## config.mk

```make
export PLATFORM = sky130hd
export DESIGN_NAME = vga_timing
export DESIGN_NICKNAME = d
export VERILOG_FILES = /design/src/rtl/vga_timing_pkg.sv /design/src/rtl/vga_axis_cnt.sv /design/src/rtl/vga_timing.sv
export SDC_FILE = /design/constraint.sdc
export NUM_CORES = 1
export LEC_CHECK = 0
export CORE_AREA = 5 5 85 87
export DETAILED_ROUTE_END_ITERATION = 16
export DIE_AREA = 0 0 90 92
export PLACE_DENSITY = 0.52
export SLEW_MARGIN = 15
export SYNTH_ARGS = -nofsm -noshare
export SYNTH_HDL_FRONTEND = slang
export SYNTH_SLANG_ARGS = --single-unit
```

## constraint.sdc

```tcl
create_clock -name clk -period 3 [get_ports clk]
set_clock_uncertainty 0.1 [all_clocks]
set_input_delay 0.9 -clock clk [delete_from_list [all_inputs] [get_ports clk]]
set_output_delay 0.9 -clock clk [all_outputs]
set_load 0.02 [all_outputs]
```

## src/rtl/vga_timing_pkg.sv

```systemverilog
// Shared VGA raster constants (default 640x480@60) and helpers for the
// timing generator, pixel datapath and register block.
package vga_timing_pkg;

    localparam int unsigned DEF_CLK_DIV  = 4;
    localparam int unsigned DEF_H_ACTIVE = 640;
    localparam int unsigned DEF_H_FP     = 16;
    localparam int unsigned DEF_H_SYNC   = 96;
    localparam int unsigned DEF_H_BP     = 48;
    localparam int unsigned DEF_V_ACTIVE = 480;
    localparam int unsigned DEF_V_FP     = 10;
    localparam int unsigned DEF_V_SYNC   = 2;
    localparam int unsigned DEF_V_BP     = 33;

    localparam int unsigned CNT_W = 10;
    typedef logic [CNT_W-1:0] cnt_t;

    function automatic int unsigned axis_total(input int unsigned active, input int unsigned fp,
                                               input int unsigned sync, input int unsigned bp);
        return active + fp + sync + bp;
    endfunction

    localparam int unsigned DEF_H_TOTAL = axis_total(DEF_H_ACTIVE, DEF_H_FP, DEF_H_SYNC, DEF_H_BP);
    localparam int unsigned DEF_V_TOTAL = axis_total(DEF_V_ACTIVE, DEF_V_FP, DEF_V_SYNC, DEF_V_BP);

endpackage

```

## src/rtl/vga_axis_cnt.sv

```systemverilog
// One raster axis: wrapping position counter with carry out, plus blank and
// sync decodes registered from the next-state count.
module vga_axis_cnt
    import vga_timing_pkg::*;
#(
    parameter int unsigned ACTIVE = DEF_H_ACTIVE,
    parameter int unsigned FP     = DEF_H_FP,
    parameter int unsigned SYNC   = DEF_H_SYNC,
    parameter int unsigned BP     = DEF_H_BP
) (
    input  logic clk,
    input  logic rst_n,
    input  logic clr,
    input  logic ce,
    output cnt_t cnt,
    output logic carry,
    output logic blank,
    output logic blank_next,
    output logic sync_n
);

    localparam int unsigned TOTAL   = axis_total(ACTIVE, FP, SYNC, BP);
    localparam cnt_t        LAST    = cnt_t'(TOTAL - 1);
    localparam int unsigned SYNC_LO = ACTIVE + FP;
    localparam int unsigned SYNC_HI = ACTIVE + FP + SYNC;

    cnt_t cnt_reg, cnt_next;
    logic blank_reg, sync_n_reg, sync_n_next;

    // Decodes compare in 32 bits so SYNC_HI == 1024 does not alias to 0.
    always_comb begin
        carry    = !clr && ce && (cnt_reg == LAST);
        cnt_next = cnt_reg;
        if (clr)
            cnt_next = '0;
        else if (ce)
            cnt_next = carry ? '0 : cnt_reg + 1'b1;
        blank_next  = clr || (32'(cnt_next) >= ACTIVE);
        sync_n_next = clr || !((32'(cnt_next) >= SYNC_LO) && (32'(cnt_next) < SYNC_HI));
    end

    always_ff @(posedge clk or negedge rst_n) begin
        if (!rst_n) begin
            cnt_reg    <= '0;
            blank_reg  <= 1'b1;
            sync_n_reg <= 1'b1;
        end else begin
            cnt_reg    <= cnt_next;
            blank_reg  <= blank_next;
            sync_n_reg <= sync_n_next;
        end
    end

    assign cnt    = cnt_reg;
    assign blank  = blank_reg;
    assign sync_n = sync_n_reg;

endmodule

```

## src/rtl/vga_timing.sv

```systemverilog
// VGA raster timing generator: pixel-rate divider driving horizontal and
// vertical axis counters; all outputs registered from next-state counts.
module vga_timing
    import vga_timing_pkg::*;
#(
    parameter int unsigned CLK_DIV  = DEF_CLK_DIV,
    parameter int unsigned H_ACTIVE = DEF_H_ACTIVE,
    parameter int unsigned H_FP     = DEF_H_FP,
    parameter int unsigned H_SYNC   = DEF_H_SYNC,
    parameter int unsigned H_BP     = DEF_H_BP,
    parameter int unsigned V_ACTIVE = DEF_V_ACTIVE,
    parameter int unsigned V_FP     = DEF_V_FP,
    parameter int unsigned V_SYNC   = DEF_V_SYNC,
    parameter int unsigned V_BP     = DEF_V_BP
) (
    input  logic       clk,
    input  logic       rst_n,
    input  logic       vga_en,
    output logic       pix_ce,
    output logic [9:0] hcnt,
    output logic [9:0] vcnt,
    output logic       hblank,
    output logic       vblank,
    output logic       disp_en,
    output logic       hsync_n,
    output logic       vsync_n,
    output logic       frame_start
);

    localparam int unsigned DIV_W = (CLK_DIV > 1) ? $clog2(CLK_DIV) : 1;

    logic [DIV_W-1:0] div_reg;
    logic             div_last;
    logic             pix_ce_reg, frame_start_reg, disp_en_reg;
    logic             h_carry, v_carry, h_blank_next, v_blank_next;

    assign div_last = (div_reg == DIV_W'(CLK_DIV - 1));

    // Disable acts as a synchronous clear that overrides any pending advance.
    always_ff @(posedge clk or negedge rst_n) begin
        if (!rst_n) begin
            div_reg         <= '0;
            pix_ce_reg      <= 1'b0;
            frame_start_reg <= 1'b0;
            disp_en_reg     <= 1'b0;
        end else if (!vga_en) begin
            div_reg         <= '0;
            pix_ce_reg      <= 1'b0;
            frame_start_reg <= 1'b0;
            disp_en_reg     <= 1'b0;
        end else begin
            div_reg         <= div_last ? '0 : div_reg + 1'b1;
            pix_ce_reg      <= div_last;
            frame_start_reg <= h_carry && v_carry;
            disp_en_reg     <= !h_blank_next && !v_blank_next;
        end
    end

    vga_axis_cnt #(
        .ACTIVE(H_ACTIVE), .FP(H_FP), .SYNC(H_SYNC), .BP(H_BP)
    ) u_h (
        .clk        (clk),
        .rst_n      (rst_n),
        .clr        (!vga_en),
        .ce         (pix_ce_reg),
        .cnt        (hcnt),
        .carry      (h_carry),
        .blank      (hblank),
        .blank_next (h_blank_next),
        .sync_n     (hsync_n)
    );

    vga_axis_cnt #(
        .ACTIVE(V_ACTIVE), .FP(V_FP), .SYNC(V_SYNC), .BP(V_BP)
    ) u_v (
        .clk        (clk),
        .rst_n      (rst_n),
        .clr        (!vga_en),
        .ce         (h_carry),
        .cnt        (vcnt),
        .carry      (v_carry),
        .blank      (vblank),
        .blank_next (v_blank_next),
        .sync_n     (vsync_n)
    );

    assign pix_ce      = pix_ce_reg;
    assign frame_start = frame_start_reg;
    assign disp_en     = disp_en_reg;

endmodule

```

==> reports/metrics.yaml <==
sta:
  slew_headroom_pct: 54.30
  final-setup-viol-count: 0
  fin_setup_tns_ps: 0
  rsz0062_at_grt: "false"
  timing.final.max_slew_violations: 0
  post-route-period-util_pct: 86.25
  max_freq_mhz: 386.5
  tightestPinTransition_ps: 683.2
  timing_hold_violations_final: 0
  final.min_clock_period_ps: 2587
global_routing:
  globalRouteMet2Util_pct: 13.72
  grt_remaining_overflow: 0
  global_route_wire_length_before_repair_um: 6279
  top_usage_layer: "met2"
  grt.met3_usage_pct: 4.173
  antenna_found_initial: 0
  first_global_vias: 1245
  grtUsageMet1_pct: 12.07
  grt_start_max_net_pins: 30
  grt_usage_pct: 9.373
floorplan:
  fp.dieArea_mm2: 0.008280
  die_height_um: 92
  initial_core_util_pct: 24.60
  ioPinCount: 30
  die_w_um: 90
  design.core.area_mm2: 0.006277
  fp-row-count: 29
synth:
  synthAdderAreaFrac_pct: 3.241
  syn-instance-count: 154
  yosys.area_share.xor_xnor_pct: 9.076
  synth_top_family_by_area: "simple AND/OR/NAND/NOR gates"
  seq_area_frac_synth_pct: 47.33
  synth.net_count: 161
  synth.avg_cell_area_um2: 10.03
  synth_top_area_share_pct: 40.52
  synthTopCellsByArea: "dfrtp_1, dfstp_2, nor2_1, xnor2_1, xor2_1"
  yosys-mux-area-fraction_pct: 0.6483
  synth-seq-cells: 29
  compound_gate_portion_of_the_synthesized_area_pct: 8.104
  synth_simple_gate_area_share_pct: 29.50
  synth.lib_cells_used.distinct: 39
  synth_warnings: 0
  synth_largest_area_cell: "dfrtp_1"
  syn_area_mm2: 0.001544
drt:
  wl_um: 3559
  drc: 0
  route.vias.total: 1226
  drtAntennaViolNets: 0
  detail_route.vias_per_cell: 4.575
  detailedRoute.firstIterationViolations: 73
  wire_per_inst_um: 13.28
  first_pass_iters: 4
worst_setup_path:
  crit_arrival_ps: 1590
  setup_crit_path_kind: "reg -> out"
  worst_path_max_delay_cell: "clkdlybuf4s50_1"
  cp.required_ps: 2000
  r2r_slack_ps: 640
  critical_path.cell_chain: "clkdlybuf4s50_1"
  path_max_fanout: 14
  timing.critical_path.slowest_cell_delay_ps: 690
  critical_path_buf_inv_count: 1
  timing.critical_path.from_type: "flip-flop"
  cpLargestDelayFamily: "buffers and inverters"
  critical_path.endpoint_type: "primary output"
final_layout:
  syn2layout_area_growth_pct: 31.69
  nFillCells: 670
  post-route-cell-area_mm2: 0.002033
  layout_common_cells: "clkdlybuf4s50_1, dfrtp_1, nor2_1"
  fin_cells: 268
  antenna_fix_cells: 0
  final_util_pct: 32.39
  layout_cell_share_with_drive_strength_beyond_1_pct: 12.57
  mostFrequentLayoutCell: "clkdlybuf4s50_1"
  fin_nets: 197
clocking:
  worst_skew_pair.late_latency_ps: 290
  cts_hold_buf: 0
  cts.repair.resized: 0
  htreeDepth: 2
  cts_tree: "yes"
  cts_inserted_buffers: 5
  root_buffer: "clkbuf_8"
  clkSlewWorstSetupHoldPaths_ps: 60
  cts.path.max_buffers: 2
  cts_post_setup_buffers_inserted: 0
  number_of_clock_sinks: 29
power_and_ir_drop:
  pwr_density_cell_mw_per_mm2: 380.6
  peak_ir_drop_on_the_vdd_network_uv: 131.4
  leakagePower_nw: 0.8064
run_status:
  status: "finished clean"
placement:
  gp_congestion: 0.7753
  placed_cell_area_mm2: 0.001943
  port_buffers: 29
  detailedPlacementHpwl_um: 2611
  placed_cells: 260
hold_path:
  hold_class: "reg -> reg"
job:
  reported_max_cap_violation_count: 0
worst paths after layout:
kind / depth (start not counted) / from / to
setup reg to reg: 8 / u_v.cnt[1]$_DFF_PN0_ / u_v.blank$_DFF_PN1_
hold reg to reg: 1 / div_reg[0]$_DFF_PN0_ / div_reg[0]$_DFF_PN0_
max in group asynchronous: 2 / rst_n / u_v.blank$_DFF_PN1_
min in group asynchronous: 2 / rst_n / u_h.cnt[4]$_DFF_PN0_
hold / removal: 1 / div_reg[0]$_DFF_PN0_ / div_reg[0]$_DFF_PN0_
setup / recovery: 1 / pix_ce$_DFF_PN0_ / pix_ce
where the power goes:
part | internal [W] | leakage, nW | switching [W]
combinational | 0.0000170 | 0.374 | 0.0000229
clock | 0.000187 | 0.0455 | 0.000144
sequential | 0.000399 | 0.387 | 0.00000446
through the flow:
step                setup WS [ps]  total power [W]  hold WS, ps
finish                      412.5        0.0007738        336.4
global route                319.1        0.0008097        382.4
CTS                         399.1        0.0007863        342.1
detailed placement          220.6        0.0004517        328.2
global placement            251.3        0.0004515        330.4
floorplan                   714.6        0.0004271        313.9
cell type report:
| cell class | count | area, um2 | share of cell area [%] |
|---|---|---|---|
| Multi-Input combinational cell | 117 | 780.7 | 38.40 |
| Sequential cell | 29 | 730.7 | 35.94 |
| Timing Repair Buffer | 33 | 320.3 | 15.75 |
| Tap cell | 77 | 96.34 | 4.738 |
| Clock buffer | 8 | 90.09 | 4.431 |
| Inverter | 4 | 15.01 | 0.7385 |
layer usage:
| layer | wire length (um) | vias to the layer above |
|---|---|---|
| met4 | 66 | 0 |
| met3 | 213 | 6 |
| met1 | 1706 | 589 |
| met5 | 0 | - |
| li1 | - | 608 |
| met2 | 1572 | 23 |
cells in the mapped netlist, drive strengths merged:
cell / n
dfrtp: 25
nor2: 20
nand2: 14
nand3: 9
nand4: 9
xnor2: 8
xor2: 8
and2: 7
nor3: 6
a21oi: 4
dfstp: 4
ha: 4
inv: 4
nand2b: 4
a21boi: 3
and4: 2
buf: 2
clkbuf: 2
nand3b: 2
nor2b: 2
nor4: 2
o31ai: 2
a21bo: 1
a31oi: 1
and2b: 1
and4bb: 1
mux2i: 1
nor3b: 1
o21a: 1
o21ai: 1
o22ai: 1
o41ai: 1
or3b: 1
worst register-to-register path, cell delays in order, from the launching register on:
cell	delay (ps)
dfrtp_1	450
inv_1	90
ha_1	140
nand4_1	90
nor3_1	180
nand2_1	140
o41ai_4	580
nor2_2	120
or3b_1	390
logic make-up (layout without fill, tap and decap cells):
group,Yosys count,in the layout
DFF,29,29
buffers and inverters,8,45
muxes,1,1
adders and majority gates,4,4
and+or+nand+nor,81,81
xor gates and xnor gates,16,16
AOI/OAI and AO/OA,15,15
No activity file was read; power rests on OpenSTA's default activity.
